==> config.mk <==
export PLATFORM = sky130hd
export DESIGN_NAME = multicycle_control
export DESIGN_NICKNAME = d
export VERILOG_FILES = /design/src/rtl/multicycle_control.sv
export SDC_FILE = /design/constraint.sdc
export NUM_CORES = 1
export LEC_CHECK = 0
export BUFFER_PORTS_ARGS = -buffer_cell sky130_fd_sc_hd__buf_2
export CORE_MARGIN = 4
export CORE_UTILIZATION = 56
export DETAILED_ROUTE_END_ITERATION = 10
export PLACE_DENSITY = 0.95
export SYNTH_ARGS = -nofsm -noshare
export SYNTH_HDL_FRONTEND = slang
export SYNTH_SLANG_ARGS = --single-unit
export TNS_END_PERCENT = 5
==> constraint.sdc <==
create_clock -name clk -period 4.4 [get_ports clk]
set_clock_uncertainty 0.2 [all_clocks]
set_input_delay 0.88 -clock clk [delete_from_list [all_inputs] [get_ports clk]]
set_output_delay 0.88 -clock clk [all_outputs]
set_load 0.02 [all_outputs]
==> src/rtl/multicycle_control.sv <==
// Main control FSM for the multi-cycle MIPS datapath: sequences each instruction through
// fetch/decode/execute/memory/writeback and drives every datapath enable and mux select.
module multicycle_control #(
  parameter int ALU_OP_W      = 2,
  parameter bit MEM_HANDSHAKE = 1'b1,
  parameter bit EN_ADDI       = 1'b1,
  parameter bit EN_JUMP       = 1'b1,
  parameter int TIMEOUT       = 16
) (
  input  logic                clk,
  input  logic                rst,
  input  logic [5:0]          instr_op,
  input  logic                mem_ready,
  output logic                pc_write,
  output logic                pc_write_cond,
  output logic                ir_write,
  output logic                i_or_d,
  output logic                mem_read,
  output logic                mem_write,
  output logic                reg_dst,
  output logic                reg_write,
  output logic                mem_to_reg,
  output logic                alu_src_a,
  output logic [1:0]          alu_src_b,
  output logic [ALU_OP_W-1:0] alu_op,
  output logic [1:0]          pc_source,
  output logic                illegal,
  output logic                mem_timeout,
  output logic [3:0]          state
);

  localparam int CNT_W = (TIMEOUT > 0) ? $clog2(TIMEOUT + 1) : 1;
  localparam bit COUNT_EN = MEM_HANDSHAKE && (TIMEOUT > 0);

  localparam logic [3:0] S_FETCH    = 4'd0;
  localparam logic [3:0] S_DECODE   = 4'd1;
  localparam logic [3:0] S_MEM_ADDR = 4'd2;
  localparam logic [3:0] S_MEM_RD   = 4'd3;
  localparam logic [3:0] S_MEM_WB   = 4'd4;
  localparam logic [3:0] S_MEM_WR   = 4'd5;
  localparam logic [3:0] S_R_EXEC   = 4'd6;
  localparam logic [3:0] S_R_WB     = 4'd7;
  localparam logic [3:0] S_BRANCH   = 4'd8;
  localparam logic [3:0] S_JUMP     = 4'd9;
  localparam logic [3:0] S_I_EXEC   = 4'd10;
  localparam logic [3:0] S_I_WB     = 4'd11;

  localparam logic [5:0] OP_R    = 6'b000000;
  localparam logic [5:0] OP_LW   = 6'b100011;
  localparam logic [5:0] OP_SW   = 6'b101011;
  localparam logic [5:0] OP_BEQ  = 6'b000100;
  localparam logic [5:0] OP_J    = 6'b000010;
  localparam logic [5:0] OP_ADDI = 6'b001000;

  logic [3:0]       cur_state;
  logic [3:0]       next_state;
  logic [5:0]       op_q;
  logic [CNT_W-1:0] wait_cnt;
  logic             ready_eff;
  logic             in_mem_state;
  logic             next_is_mem;
  logic             timed_out;
  logic [3:0]       decode_next;

  // An opcode that maps back to FETCH is by definition unsupported.
  function automatic logic [3:0] decode_target(input logic [5:0] op);
    case (op)
      OP_R:         return S_R_EXEC;
      OP_LW, OP_SW: return S_MEM_ADDR;
      OP_BEQ:       return S_BRANCH;
      OP_J:         return EN_JUMP ? S_JUMP : S_FETCH;
      OP_ADDI:      return EN_ADDI ? S_I_EXEC : S_FETCH;
      default:      return S_FETCH;
    endcase
  endfunction

  function automatic logic is_mem(input logic [3:0] s);
    return (s == S_FETCH) || (s == S_MEM_RD) || (s == S_MEM_WR);
  endfunction

  assign ready_eff    = MEM_HANDSHAKE ? mem_ready : 1'b1;
  assign in_mem_state = is_mem(cur_state);
  assign next_is_mem  = is_mem(next_state);
  assign decode_next  = decode_target(instr_op);

  // A ready in the same cycle as the limit wins, so the timeout requires mem_ready low.
  always_comb begin
    timed_out = 1'b0;
    if (COUNT_EN)
      timed_out = in_mem_state && !mem_ready && (wait_cnt == CNT_W'(TIMEOUT));
  end

  always_comb begin
    next_state = cur_state;
    case (cur_state)
      S_FETCH:    if (ready_eff) next_state = S_DECODE;
                  else if (timed_out) next_state = S_FETCH;
      S_DECODE:   next_state = decode_next;
      S_MEM_ADDR: next_state = (op_q == OP_SW) ? S_MEM_WR : S_MEM_RD;
      S_MEM_RD:   if (ready_eff) next_state = S_MEM_WB;
                  else if (timed_out) next_state = S_FETCH;
      S_MEM_WR:   if (ready_eff || timed_out) next_state = S_FETCH;
      S_R_EXEC:   next_state = S_R_WB;
      S_I_EXEC:   next_state = S_I_WB;
      default:    next_state = S_FETCH;
    endcase
  end

  // Wait counter restarts on every entry into a memory state, including a timeout re-fetch.
  always_ff @(posedge clk) begin
    if (rst) begin
      cur_state <= S_FETCH;
      op_q      <= '0;
      wait_cnt  <= '0;
    end else begin
      cur_state <= next_state;
      if (cur_state == S_DECODE)
        op_q <= instr_op;
      if (!COUNT_EN)
        wait_cnt <= '0;
      else if (next_is_mem && ((next_state != cur_state) || timed_out))
        wait_cnt <= '0;
      else if (in_mem_state && !mem_ready)
        wait_cnt <= wait_cnt + 1'b1;
    end
  end

  always_comb begin
    pc_write      = 1'b0;
    pc_write_cond = 1'b0;
    ir_write      = 1'b0;
    i_or_d        = 1'b0;
    mem_read      = 1'b0;
    mem_write     = 1'b0;
    reg_dst       = 1'b0;
    reg_write     = 1'b0;
    mem_to_reg    = 1'b0;
    alu_src_a     = 1'b0;
    alu_src_b     = 2'b00;
    alu_op        = '0;
    pc_source     = 2'b00;
    illegal       = 1'b0;
    mem_timeout   = 1'b0;
    state         = 4'd0;
    if (!rst) begin
      state       = cur_state;
      mem_timeout = timed_out;
      case (cur_state)
        S_FETCH: begin
          mem_read  = 1'b1;
          alu_src_b = 2'b01;
          ir_write  = ready_eff;
          pc_write  = ready_eff;
        end
        S_DECODE: begin
          alu_src_b = 2'b11;
          illegal   = (decode_next == S_FETCH);
        end
        S_MEM_ADDR: begin
          alu_src_a = 1'b1;
          alu_src_b = 2'b10;
        end
        S_MEM_RD: begin
          mem_read = 1'b1;
          i_or_d   = 1'b1;
        end
        S_MEM_WB: begin
          reg_write  = 1'b1;
          mem_to_reg = 1'b1;
        end
        S_MEM_WR: begin
          mem_write = !timed_out;
          i_or_d    = 1'b1;
        end
        S_R_EXEC: begin
          alu_src_a = 1'b1;
          alu_op    = ALU_OP_W'(2'b10);
        end
        S_R_WB: begin
          reg_dst   = 1'b1;
          reg_write = 1'b1;
        end
        S_BRANCH: begin
          alu_src_a     = 1'b1;
          alu_op        = ALU_OP_W'(2'b01);
          pc_write_cond = 1'b1;
          pc_source     = 2'b01;
        end
        S_JUMP: begin
          pc_write  = 1'b1;
          pc_source = 2'b10;
        end
        S_I_EXEC: begin
          alu_src_a = 1'b1;
          alu_src_b = 2'b10;
        end
        S_I_WB: reg_write = 1'b1;
        default: ;
      endcase
    end
  end

endmodule

=== Yosys cells after proc, flatten, opt, wreduce, memory -nomap -nowiden ===
Cells that the tools add are included.

* Register bits after elaboration: 15
* Output and inout bits: 22
* Bits of input ports: 9
* Word-level logic and storage cells: 84

* Reduce and logical (&&, ||, !) cells: 22
* Equal/unequal tests: 21
* $add $sub $neg: 1
* Multiplexer cells: 37

{| class="wikitable"
|+ Operators by type and width
! kind !! count
|-
| one-hot mux 4 bit (7 select lines) || 1
|-
| 2-to-1 mux 1 bit || 22
|-
| == test 4 x 3 -> 1 bit, second input constant || 5
|-
| 2-to-1 mux 4 bit || 5
|-
| one-hot mux 4 bit (5 select lines) || 1
|-
| == test 6 bit, second input constant || 3
|-
| == test 4 bit, second input constant || 4
|-
| == test 4 x 2 -> 1 bit, second input constant || 3
|-
| zero test 4 bit || 3
|-
| OR reduction 2 bit || 5
|-
| one-hot mux 2 bit (2 select lines) || 2
|-
| == test 6 x 2 -> 1 bit, second input constant || 1
|-
| == test 6 x 3 -> 1 bit, second input constant || 1
|-
| == test 6 x 4 -> 1 bit, second input constant || 1
|-
| zero test 6 bit || 1
|-
| logical OR 1 bit || 6
|-
| 2-to-1 mux 2 bit || 3
|-
| one-hot mux 2 bit (3 select lines) || 1
|-
| adder 5 x 1 -> 5 bit, second input constant || 1
|-
| == test 5 bit, second input constant || 1
|-
| == test 4 x 1 -> 1 bit, second input constant || 1
|-
| inequality test 4 bit || 1
|-
| OR reduction 4 bit || 1
|-
| logical AND 1 bit || 3
|-
| 4 further kinds || 5
|}

=== Longest topological paths before layout ===
* Depth in word-level cells: 13
* Mapped depth: 8
* Mapped depth without buffers: 8

=== Worst setup path after synthesis ===
Ideal clock, no wire load.

* Path kind: in2out
* Start: input port rst
* End: output port alu_op[0]
* Cell stages on the path: 3
* Path slack: 1.099 ns
* Path buffers: 2
* Data arrival time: 2.221 ns
* Path through: clkbuf_1 nor4_1 buf_4

* Word-level cells in the longest chain between the ends: 1

{| class="wikitable"
|+ RTL lines
! what !! line !! source
|-
| start: declaration || 11 || <nowiki>input logic rst,</nowiki>
|-
| 2-to-1 mux 2 bit || 145 || <nowiki>if (!rst) begin</nowiki>
|-
| end: declaration || 25 || <nowiki>output logic [ALU_OP_W-1:0] alu_op,</nowiki>
|}

No other way between the ends.

=== Worst setup path after layout ===
* Start: register cur_state[1]
* End: output port mem_write

* Word-level cells in the longest chain between the ends: 8

{| class="wikitable"
|+ RTL lines
! what !! line !! source
|-
| start: declaration || 55 || <nowiki>logic [3:0] cur_state;</nowiki>
|-
| start signal: assignment || 116 || <nowiki>cur_state <= next_state;</nowiki>
|-
| == test 4 x 2 -> 1 bit or zero test 4 bit (tied branches) || 78 || <nowiki>return (s == S_FETCH) || (s == S_MEM_RD) || (s == S_MEM_WR);</nowiki>
|-
| logical OR 1 bit (2 in series) || 78 ||
|-
| logical AND 1 bit (2 in series) || 90 || <nowiki>timed_out = in_mem_state && !mem_ready && (wait_cnt == CNT_W'(TIMEOUT));</nowiki>
|-
| zero test 1 bit || 172 || <nowiki>mem_write = !timed_out;</nowiki>
|-
| 2-to-1 mux 1 bit * || 148 || <nowiki>case (cur_state)</nowiki>
|-
| 2-to-1 mux 1 bit * || 145 ||
|-
| end: declaration || 19 || <nowiki>output logic mem_write,</nowiki>
|}

Every way passes the cells marked *; elsewhere a longest branch is shown, timed or not.

==> results.py <==
metrics = {
    "status": {
        "outcome": "complete, no violations",
    },
    "clocking": {
        "cts_buffers": 3,
        "post_cts_buffers": 0,
        "cts_max_level": 1,
        "post_cts_resize_count": 0,
        "clk_latency_ps": 270,
        "cts.sinks": 15,
        "holdBufCountCts": 0,
        "cts-root-buf": "clkbuf_4",
        "clk_path_buf_depth": 2,
        "cts_tree": "done",
        "clkTransAtPathRegs_ps": 80,
    },
    "yosys": {
        "synth_top_area_share": 0.249,
        "yosysSeqAreaShare": 0.249,
        "synth_ff_type": "dfxtp_1",
        "yosys.area.top_type": "dfxtp_1",
        "synth_edf_count": 0,
        "synth_warnings": 0,
        "async_flop_share": 0,
        "ys_seq_elements": 15,
        "yosys-top-cells-count": "nor2_1, dfxtp_1, nand2_1",
        "netlist-cell-type-count": 43,
        "netlist_area_um2": 1210,
        "syn_area_per_cell_um2": 7.78,
        "synth_most_common_cell": "nor2_1",
        "synthTopCellsByArea": "dfxtp_1, nor2_1, mux2i_1",
        "syn_nets": 166,
        "syn_inst": 155,
    },
    "worst_setup_path": {
        "crit_type": "flop to primary output",
        "start_kind": "flop",
        "arrival_ps": 2390,
        "crit_path_top_delay_cell": "dfxtp_1",
        "r2r_slack_ps": 1220,
        "max_stage_delay_ps": 680,
        "cp-end-kind": "primary output",
        "r2r_cells": 6,
        "r2r_start": "cur_state[0]$_SDFF_PP0_",
        "r2r_end": "wait_cnt[2]$_SDFFE_PP0P_",
        "required_ps": 3320,
        "critPathMaxFanout": 18,
        "path_cells": "and2b_1, or3_1, a211o_1, nor2_1, nor4_1, buf_2",
    },
    "sta": {
        "fin_crit_sh": 0.788,
        "rsz0062_at_grt": "no",
        "worst_hold_slack_ps": 302,
        "slew_headroom": 0.536,
        "min_period_ps": 3470,
        "setup_viol": 0,
        "tns_ps": 0,
        "hold_viol": 0,
        "maxSlewViolCount": 0,
        "worst_pin_slew_ps": 691,
        "fmax_mhz": 288,
    },
    "drt": {
        "wl_per_cell_um": 14.7,
        "postRouteWirelength_mm": 2.98,
        "ant_nets": 0,
        "vias": 1235,
        "viasPerCell": 6.08,
        "first_pass_iters": 4,
        "drc": 0,
        "drtIter0Drc": 39,
    },
    "floorplanning": {
        "die_area_um2": 2960,
        "io_pins": 31,
        "die_h_um": 54.4,
        "num_rows": 16,
        "die_x_um": 54.4,
        "start_util": 0.603,
        "core_area_um2": 2000,
    },
    "global_routing": {
        "grt_overflow_total": 0,
        "grt_pass1_wl_mm": 4.96,
        "grt_pass1_vias": 1157,
        "track_usage": 0.221,
        "antenna_found_initial": 0,
        "grt_max_degree": 25,
    },
    "final_layout": {
        "drive_gt1_frac": 0.227,
        "finalNetCount": 188,
        "antennaDiodeCount": 0,
        "fin_cells": 203,
        "area_growth_pct": 11.2,
    },
    "placement": {
        "hpwl_mm": 2.28,
        "post-place-cells": 199,
        "gp_congestion": 0.941,
        "port_buffers": 30,
    },
    "power": {
        "seqPwrFrac": 0.515,
        "cellInternalPower_uw": 205,
        "powerDensity_nw_per_um2": 217,
        "ir_worst_vdd_uv": 193,
        "switching_share": 0.296,
        "power_frac_clock": 0.246,
        "leakagePower_uw": 0.000579,
        "p_switching_uw": 86.2,
        "comb_power_share": 0.239,
    },
    "min_path": {
        "worstHoldStart": "op_q[2]$_SDFFE_PP0P_",
        "hp-class": "flop to flop",
        "hold_path_end": "op_q[2]$_SDFFE_PP0P_",
        "hold_path_depth": 2,
    },
    "job": {
        "drv_cap": 0,
    },
}
==> flip-flops by register name (all words and copies together) (netlist names) <==
| register | cells |
|---|---|
| op_q | 6 |
| wait_cnt | 5 |
| cur_state | 4 |
==> worst max path at each step <==
stage / from / to / slack (ps)
after floorplan: rst / alu_op[0] / 1100
after global placement: instr_op[0] / wait_cnt[2]$_SDFFE_PP0P_ / 1250
after detailed placement: instr_op[0] / wait_cnt[2]$_SDFFE_PP0P_ / 1210
after CTS: cur_state[1]$_SDFF_PP0_ / mem_write / 970
after global routing: cur_state[1]$_SDFF_PP0_ / mem_write / 780
final: cur_state[1]$_SDFF_PP0_ / mem_write / 930
==> final cells by class <==
class                      instances  area (µm²)
fill                             171         661
sequential                        15         300
tap                               27        33.8
clock buffer                       4        26.3
inverter                           7        26.3
multi-input combinational        120         805
timing repair buffer              30         150
==> power groups by stage <==
stage	combinational [µW]	sequential (µW)	clock, µW
2_1_floorplan	54.4	148	0
3_3_place_gp	65.3	152	0
3_5_place_dp	68.3	153	0
4_1_cts	68.8	150	73.7
5_1_grt	76.2	151	80.4
6_report	69.5	150	71.8
==> kinds of logic (layout without fill, tap and decap cells) <==
kind of cell             Yosys count  count (layout)  share of synthesized area
buffers and inverters             20              41                     0.0840
XOR/XNOR                           6               6                     0.0436
multiplexers                       6               6                     0.0498
adder cells (fa/ha/maj)            3               3                     0.0290
AND/OR/NAND/NOR                   77              77                      0.366
AO/OA/AOI/OAI                     28              28                      0.178
flip-flops                        15              15                      0.249
==> metal layers <==
metal	vias up	part of all wire	wire, µm	track usage
li1	607	-	-	-
met1	571	0.44	1310	0.265
met2	55	0.48	1430	0.404
met3	2	0.075	225	0.0327
met4	0	0.0067	20	0.0581
met5	-	0	0	0
==> critical path, delay by kind of cell (launching register included) <==
kind	cells	cell delay, ps
buf+inv	1	190
flops	1	680
compound gates	1	350
simple gates	4	900
==> per-stage QoR <==
stage | util | worst slack (ps) | total power (µW) | cell area [µm²]
global placement | 0.657 | 1250 | 217 | 1320
detailed placement | 0.657 | 1210 | 221 | 1320
floorplan | - | 1100 | 203 | 1210
finish | 0.670 | 931 | 291 | 1340
CTS | 0.670 | 972 | 292 | 1340
global route | 0.670 | 776 | 308 | 1340
==> cells in the final DEF (no fill, tap or decap), types with 2 or more instances in the layout <==
cell,count
buf_2,30
nor2_1,17
dfxtp_1,15
nand2_1,14
nor3_1,8
inv_1,7
mux2i_1,6
a21oi_1,5
nor4b_1,5
nor4_1,4
nor2b_1,4
or3_1,4
a211oi_1,4
xor2_1,4
or2_2,3
a211o_1,3
nand2b_1,3
nor3b_1,3
clkbuf_4,3
o22ai_1,2
xnor2_1,2
nand4_1,2
a32oi_1,2
a221oi_1,2
nand3_1,2
o211ai_1,2
o21ai_0,2
o21a_1,2
ha_1,2
Note: power is estimated with default switching activity, not from simulation.
